==> config.mk <==
export PLATFORM = sky130hd
export DESIGN_NAME = lsu_ctrl
export DESIGN_NICKNAME = d
export VERILOG_FILES = /design/src/rtl/lsu_ctrl.sv
export SDC_FILE = /design/constraint.sdc
export NUM_CORES = 1
export LEC_CHECK = 0
export ABC_AREA = 1
export CAP_MARGIN = 20
export CORE_MARGIN = 2
export CORE_UTILIZATION = 47
export CTS_CLUSTER_DIAMETER = 30
export CTS_CLUSTER_SIZE = 8
export DETAILED_ROUTE_END_ITERATION = 7
export HOLD_SLACK_MARGIN = 0.15
export PLACE_DENSITY = 0.93
export REMOVE_ABC_BUFFERS = 1
export SLEW_MARGIN = 20
export SYNTH_ARGS = -nofsm -noshare
export SYNTH_HDL_FRONTEND = slang
export SYNTH_SLANG_ARGS = --single-unit
==> constraint.sdc <==
create_clock -name clk_i -period 4.6 [get_ports clk_i]
set_clock_uncertainty 0.2 [all_clocks]
set_input_delay 0.46 -clock clk_i [delete_from_list [all_inputs] [get_ports clk_i]]
set_output_delay 0.46 -clock clk_i [all_outputs]
set_load 0.02 [all_outputs]
==> src/rtl/lsu_ctrl.sv <==
// Load/store sequencer between the memory stage and a synchronous data BRAM.
// One request per handshake: alignment check, lane-shifted store, or a load that
// waits the fixed BRAM latency and returns the extended byte/half/word.
module lsu_ctrl #(
  parameter int unsigned MEM_LAT = 1,  // BRAM read latency, 1..4
  parameter int unsigned ADDR_W  = 14  // BRAM word-address width
) (
  input  logic              clk_i,
  input  logic              rst_i,
  input  logic              req_valid_i,
  output logic              req_ready_o,
  input  logic [31:0]       req_inst_i,
  input  logic [31:0]       req_addr_i,
  input  logic [31:0]       req_wdata_i,
  output logic              resp_valid_o,
  input  logic              resp_ready_i,
  output logic [31:0]       resp_rdata_o,
  output logic              resp_fault_o,
  output logic              mem_en_o,
  output logic [3:0]        mem_we_o,
  output logic [ADDR_W-1:0] mem_addr_o,
  output logic [31:0]       mem_wdata_o,
  input  logic [31:0]       mem_rdata_i
);

  localparam logic [6:0] OpLoad  = 7'h03;
  localparam logic [6:0] OpStore = 7'h23;
  localparam logic [2:0] LatLast = 3'(MEM_LAT);

  typedef enum logic [1:0] {StIdle, StIssue, StWait, StResp} state_e;

  state_e            state_q, state_d;
  logic [2:0]        cnt_q, cnt_d;
  logic              is_store_q, is_store_d;
  logic [2:0]        f3_q, f3_d;
  logic [ADDR_W+1:0] addr_q, addr_d;
  logic [31:0]       wdata_q, wdata_d;
  logic [31:0]       rdata_q, rdata_d;
  logic              fault_q, fault_d;

  logic [6:0]  req_op;
  logic [2:0]  req_f3;
  logic        req_is_load, req_is_store, req_misalign, req_fault;
  logic [7:0]  byte_sel;
  logic [15:0] half_sel;
  logic [31:0] load_ext;
  logic [3:0]  st_we;
  logic [31:0] st_wdata;

  // Instruction bits and upper address bits outside the BRAM range are don't-care.
  logic unused_req;
  assign unused_req = ^{req_inst_i[31:15], req_inst_i[11:7], req_addr_i[31:ADDR_W+2]};

  // Decode the incoming request: access kind and fault conditions.
  always_comb begin
    req_op       = req_inst_i[6:0];
    req_f3       = req_inst_i[14:12];
    req_is_load  = (req_op == OpLoad);
    req_is_store = (req_op == OpStore);
    case (req_f3[1:0])
      2'b01:   req_misalign = req_addr_i[0];
      2'b10:   req_misalign = (req_addr_i[1:0] != 2'b00);
      default: req_misalign = 1'b0;
    endcase
    req_fault = 1'b0;
    if (req_is_load) begin
      req_fault = (req_f3 == 3'b011) || (req_f3[2:1] == 2'b11) || req_misalign;
    end else if (req_is_store) begin
      req_fault = (req_f3 >= 3'b011) || req_misalign;
    end
  end

  // Select the addressed lane of the read word and sign/zero-extend it.
  always_comb begin
    case (addr_q[1:0])
      2'd0:    byte_sel = mem_rdata_i[7:0];
      2'd1:    byte_sel = mem_rdata_i[15:8];
      2'd2:    byte_sel = mem_rdata_i[23:16];
      default: byte_sel = mem_rdata_i[31:24];
    endcase
    half_sel = addr_q[1] ? mem_rdata_i[31:16] : mem_rdata_i[15:0];
    case (f3_q[1:0])
      2'b00:   load_ext = {{24{~f3_q[2] & byte_sel[7]}}, byte_sel};
      2'b01:   load_ext = {{16{~f3_q[2] & half_sel[15]}}, half_sel};
      default: load_ext = mem_rdata_i;
    endcase
  end

  // Byte enables and replicated store data for the addressed lanes.
  always_comb begin
    case (f3_q[1:0])
      2'b00: begin
        st_we    = 4'b0001 << addr_q[1:0];
        st_wdata = {4{wdata_q[7:0]}};
      end
      2'b01: begin
        st_we    = addr_q[1] ? 4'b1100 : 4'b0011;
        st_wdata = {2{wdata_q[15:0]}};
      end
      default: begin
        st_we    = 4'b1111;
        st_wdata = wdata_q;
      end
    endcase
  end

  // Next-state logic and request/response capture.
  always_comb begin
    state_d    = state_q;
    cnt_d      = cnt_q;
    is_store_d = is_store_q;
    f3_d       = f3_q;
    addr_d     = addr_q;
    wdata_d    = wdata_q;
    rdata_d    = rdata_q;
    fault_d    = fault_q;
    unique case (state_q)
      StIdle: begin
        if (req_valid_i) begin
          is_store_d = req_is_store;
          f3_d       = req_f3;
          addr_d     = req_addr_i[ADDR_W+1:0];
          wdata_d    = req_wdata_i;
          rdata_d    = '0;
          fault_d    = req_fault;
          // Faults and non-memory ops never touch the BRAM.
          if (req_fault || !(req_is_load || req_is_store)) state_d = StResp;
          else                                              state_d = StIssue;
        end
      end
      StIssue: begin
        if (is_store_q) begin
          state_d = StResp;
        end else begin
          state_d = StWait;
          cnt_d   = 3'd1;
        end
      end
      StWait: begin
        // cnt_q counts cycles since the strobe; read data is valid when it hits MEM_LAT.
        if (cnt_q == LatLast) begin
          rdata_d = load_ext;
          state_d = StResp;
        end else begin
          cnt_d = cnt_q + 3'd1;
        end
      end
      StResp: begin
        if (resp_ready_i) state_d = StIdle;
      end
      default: state_d = StIdle;
    endcase
  end

  // State and datapath registers; reset discards any access in flight.
  always_ff @(posedge clk_i or posedge rst_i) begin
    if (rst_i) begin
      state_q    <= StIdle;
      cnt_q      <= '0;
      is_store_q <= 1'b0;
      f3_q       <= '0;
      addr_q     <= '0;
      wdata_q    <= '0;
      rdata_q    <= '0;
      fault_q    <= 1'b0;
    end else begin
      state_q    <= state_d;
      cnt_q      <= cnt_d;
      is_store_q <= is_store_d;
      f3_q       <= f3_d;
      addr_q     <= addr_d;
      wdata_q    <= wdata_d;
      rdata_q    <= rdata_d;
      fault_q    <= fault_d;
    end
  end

  // Outputs decoded from state so that reset clears them without a clock edge.
  always_comb begin
    req_ready_o  = (state_q == StIdle);
    resp_valid_o = (state_q == StResp);
    resp_rdata_o = (state_q == StResp) ? rdata_q : 32'h0;
    resp_fault_o = (state_q == StResp) && fault_q;
    mem_en_o     = (state_q == StIssue);
    mem_addr_o   = (state_q == StIssue) ? addr_q[ADDR_W+1:2] : '0;
    mem_we_o     = (state_q == StIssue && is_store_q) ? st_we : 4'b0000;
    mem_wdata_o  = (state_q == StIssue && is_store_q) ? st_wdata : 32'h0;
  end

endmodule

Word level (Yosys, flattened, before mapping)
Cells that the tools add are included.
{"block": "totals", "word_cells": 75, "out_inout_bits": 86, "register_bits": 90}
{"block": "classes", "shift": 1, "reduce_logical": 18, "n_bitwise": 3, "eq_ne": 18, "muxes": 25, "n_addsub": 1, "n_lt_le_gt_ge": 1}
{"op": "one-hot mux 32 bit (2 select lines)", "n": 3}
{"op": "2-to-1 mux 32 bit", "n": 4}
{"op": "one-hot mux 8 bit (3 select lines)", "n": 1}
{"op": "2-to-1 mux 16 bit", "n": 1}
{"op": "2-to-1 mux 14 bit", "n": 1}
{"op": "equality test 2 bit (second input constant)", "n": 5}
{"op": "AND reduction 3 bit", "n": 3}
{"op": "equality test 2 x 1 -> 1 bit (second input constant)", "n": 4}
{"op": "2-to-1 mux 2 bit", "n": 4}
{"op": "2-to-1 mux 4 bit", "n": 2}
{"op": "inequality test 2 bit (second input constant)", "n": 4}
{"op": "one-hot mux 2 bit (4 select lines)", "n": 1}
{"op": "one-hot mux 4 bit (2 select lines)", "n": 1}
{"op": "equality test 7 x 2 -> 1 bit (second input constant)", "n": 1}
{"op": "equality test 7 x 6 -> 1 bit (second input constant)", "n": 1}
{"op": "logical NOT 2 bit", "n": 3}
{"op": "2-to-1 mux 3 bit", "n": 2}
{"op": "one-hot mux 3 bit (2 select lines)", "n": 1}
{"op": "nonzero test 2 bit", "n": 3}
{"op": "logical OR 1 bit", "n": 5}
{"op": "<< shifter 1 x 2 -> 4 bit (first input constant)", "n": 1}
{"op": "adder 3 x 1 -> 3 bit (second input constant)", "n": 1}
{"op": "equality test 3 x 1 -> 1 bit (second input constant)", "n": 1}
{"op": "equality test 3 x 2 -> 1 bit (second input constant)", "n": 1}
{"op": "9 further kinds", "n": 13}

Longest topological paths before layout
{"block": "logic_depth", "ltp_word": 9, "depth_mapped": 10}

Worst setup path before layout
No wires, ideal clock.
{"block": "synth_path", "path_type": "reg-to-output", "start": "register state_q[1]", "end": "output mem_wdata_o[24]", "setup_slack_ns": 1.961, "path_stages_with_launch": 8, "n_path_buf": 1, "required_ns": 3.940, "arrival_time_ns": 1.979, "path_cell_list": "dfrtp_1 inv_1 ha_1 nand2_1 inv_1 clkbuf_1 o21ai_0 a221oi_1"}
{"block": "synth_between", "elab_chain_len": 3}
{"element": "start, declared", "line_no": "32", "text": "state_e state_q, state_d;"}
{"element": "start signal, assigned", "line_no": "158", "text": "state_q <= StIdle;"}
{"element": "start signal, assigned", "line_no": "167", "text": "state_q <= state_d;"}
{"element": "equality test 2 x 1 -> 1 bit"}
{"element": "named net mem_en_o", "line_no": "19", "text": "output logic mem_en_o,"}
{"element": "logical AND 1 bit", "line_no": "187", "text": "mem_wdata_o = (state_q == StIssue && is_store_q) ? st_wdata : 32'h0;"}
{"element": "2-to-1 mux 32 bit", "line_no": "187"}
{"element": "end, declared", "line_no": "22", "text": "output logic [31:0] mem_wdata_o,"}
The timed path passes the listed nets, and every way through them passes these cells.

Worst setup path after layout
{"block": "layout_path", "start": "register state_q[1]", "end": "output mem_wdata_o[25]"}
{"block": "layout_between", "elab_chain_len": 3}
{"element": "equality test 2 x 1 -> 1 bit", "line_no": "187"}
{"element": "logical AND 1 bit", "line_no": "187"}
{"element": "2-to-1 mux 32 bit", "line_no": "187"}
No other way between the ends.

==> results.ini <==
[sta]
max_freq_mhz=240
setup_viol=0
fin_crit_ns=4.16
slew_headroom_pct=45.3
fin_crit_sh_pct=90.4
rsz0062_at_grt=false
drv_slew=0
whs_ns=0.285
fin_setup_tns_ns=0
worst_pin_slew_ns=0.820
final_hold_viol_count=0

[placed_design]
gp_congestion=0.913
io_buffer_count=179
dpl.hpwl_um=11100
place_area_mm2=0.00706

[clocking]
cts_sinks=90
path_clk_slew_ns=0.10
cts_inserted_buffers=9
clock_latency_ns=0.36
htree_levels=3
ctsLongestPathBuffers=2
cts_tree=done
cts_setup_buffers=0
cts-root-buf=clkbuf_8
cts-resized-gates=0
holdBufCountCts=0

[critical_path]
path_common_cell=inv_1
cp-endpoint=mem_wdata_o[25]
reg2regPathDepth=7
crit_slowest_cell=clkdlybuf4s50_1
start_kind=flip-flop
path_cells=inv_1 > ha_1 > buf_4 > nand2_1 > inv_1 > o21ai_0 > a221oi_1 > clkdlybuf4s50_1
crit_start=state_q[1]
r2r_setup_slack_ns=2.05
crit_fanout=20
worstPathArrival_ns=3.50
worstReg2RegEnd=state_q[0]
endpoint_kind=output port
worstPathRequired_ns=3.94
crit_cells=8
r2r_start=state_q[1]
crit_buf_inv=4
max_stage_delay_ns=0.67
path_delay_family=buffers and inverters
critical_path_class=reg2out

[min_path]
holdCritPathClass=reg2reg
min-delay-start=wdata_q[22]
hold_path_depth=2

[route]
drt_iter0_drc=309
via_per_inst=5.15
drt_first_pass_iters=5
postRouteAntennaNets=0
post_drt_wl_per_cell_um=14.7
drc=0
finalWirelength_um=15600
route.vias.total=5473

[global_routing]
overflow=0
grtUsageTotal_pct=26.3
grt_pass1_vias=5132
grt_start_max_net_pins=71
antenna_found_initial=0
grt_first_pass_wirelength_um=24400

[logic_synthesis]
netlist.top_cell.by_area=dfrtp_1
yosysMostFrequentCell=nand2_1
synth-edff-count=0
synth_cell_types=32
ys.flop_type=dfrtp_1
syn_area_mm2=0.00521
synth.ff_latch_count=90
async_flop_share_pct=100
synth_common_cells=304 x nand2_1, 97 x inv_1, 90 x dfrtp_1
ys_seq_area_share_pct=43.2
yosysTopAreaCellShare_pct=43.2
synth_area_leaders=dfrtp_1 43%, nand2_1 22%, inv_1 7.0%
avgSynthCellArea_um2=6.90
synthCells=755
ys_warn_count=0

[pwr]
p_sw_share_pct=46.2
comb_power_share_pct=50.5
ir_drop_mv=0.418
p_int_mw=2.12
p_clk_share_pct=15.7
seqPwrFrac_pct=33.8
powerDensity_mw_per_mm2=539
finalPower_mw=3.94
p_leak_nw=3.84
p_switching_mw=1.82

[floorplan]
fp.coreArea_mm2=0.0108
ios=218
dieWidth_um=109
fp.dieH_um=109
start_util_pct=48.1
fp-row-count=38
die-area_mm2=0.0119

[final_layout]
final_area_mm2=0.00730
drive_gt1_share_pct=6.29
n_antenna_cell=0
final_core_util_pct=67.3
nets=1058
syn2layout_area_growth_pct=40.1

[run_status]
status=finished, final reports clean

[job]
drv_cap=0

cells by family after synthesis:
logic type,count (synthesis),share of synthesized area (%)
buffers and inverters,141,10.9
AO/OA/AOI/OAI,120,12.3
adder cells (fa/ha/maj),9,2.16
AND/OR/NAND/NOR,394,31.3
XOR/XNOR,1,0.168
flip-flops,90,43.2
per-stage QoR:
stage | setup WS [ns] | instances
final | 0.440 | 1062
after global placement | 0.957 | 1045
after CTS | 0.482 | 1061
after floorplan | 1.57 | 719
after detailed placement | 0.859 | 1045
after global routing | 0.215 | 1062
worst register-to-register path, stage by stage, from the launching register on:
cell	delay, ns
dfrtp_1	0.43
inv_1	0.09
ha_1	0.18
buf_4	0.19
nand2_1	0.46
inv_1	0.48
o21ai_0	0.26
o21ai_0	0.13
final cells by class:
type                       instances  area (um^2)
timing repair buffer             187         1860
clock buffer                       9          124
fill                             939         3540
multi-input combinational        524         2390
inverter                         105          395
clock inverter                     7         98.8
tap                              140          175
sequential                        90         2250
cells in the final DEF (no fill, tap or decap), types with 2 or more instances in the layout:
cell	count
a21oi_1	42
a221oi_1	7
buf_4	7
bufinv_16	2
clkbuf_8	9
clkdlybuf4s50_1	179
clkinv_2	3
dfrtp_1	90
ha_1	9
inv_1	96
inv_2	8
inv_6	2
nand2_1	304
nand2_2	13
nand2_4	2
nand3_1	16
nand3_4	2
nand4_1	7
nor2_1	39
nor2_2	3
nor2_4	2
nor3_1	3
o21ai_0	43
o21ai_1	21
o22ai_1	3
power by group through the flow:
stage	Clock [mW]	Combinational [mW]	Sequential, mW
after floorplan	0	1.32	1.29
after global placement	0	1.90	1.32
after detailed placement	0	1.97	1.33
after CTS	0.622	1.97	1.32
after global routing	0.657	2.23	1.36
final	0.616	1.99	1.33
sequential cells by signal, summed over array words and instances (netlist names):
| name | flops |
|---|---|
| wdata_q | 32 |
| cnt_q | 3 |
| state_q | 2 |
| is_store_q | 1 |
| addr_q | 16 |
| rdata_q | 32 |
| fault_q | 1 |
| f3_q | 3 |
per-layer routing:
layer  up-vias  track usage (%)  routed length (um)
li1       2653                -                   -
met1      2517             32.6                6210
met2       261             44.1                7460
met3        42             7.53                1500
met4         0             9.13                 428
met5         -                0                   0
how the worst min path moves through the flow:
| stage | to | slack [ns] |
|---|---|---|
| after floorplan | wdata_q[16] | 0.24 |
| after global placement | wdata_q[16] | 0.26 |
| after detailed placement | wdata_q[20] | 0.26 |
| after CTS | wdata_q[20] | 0.29 |
| after global routing | wdata_q[22] | 0.30 |
| final | wdata_q[22] | 0.28 |
(Power assumes the default switching activity.)
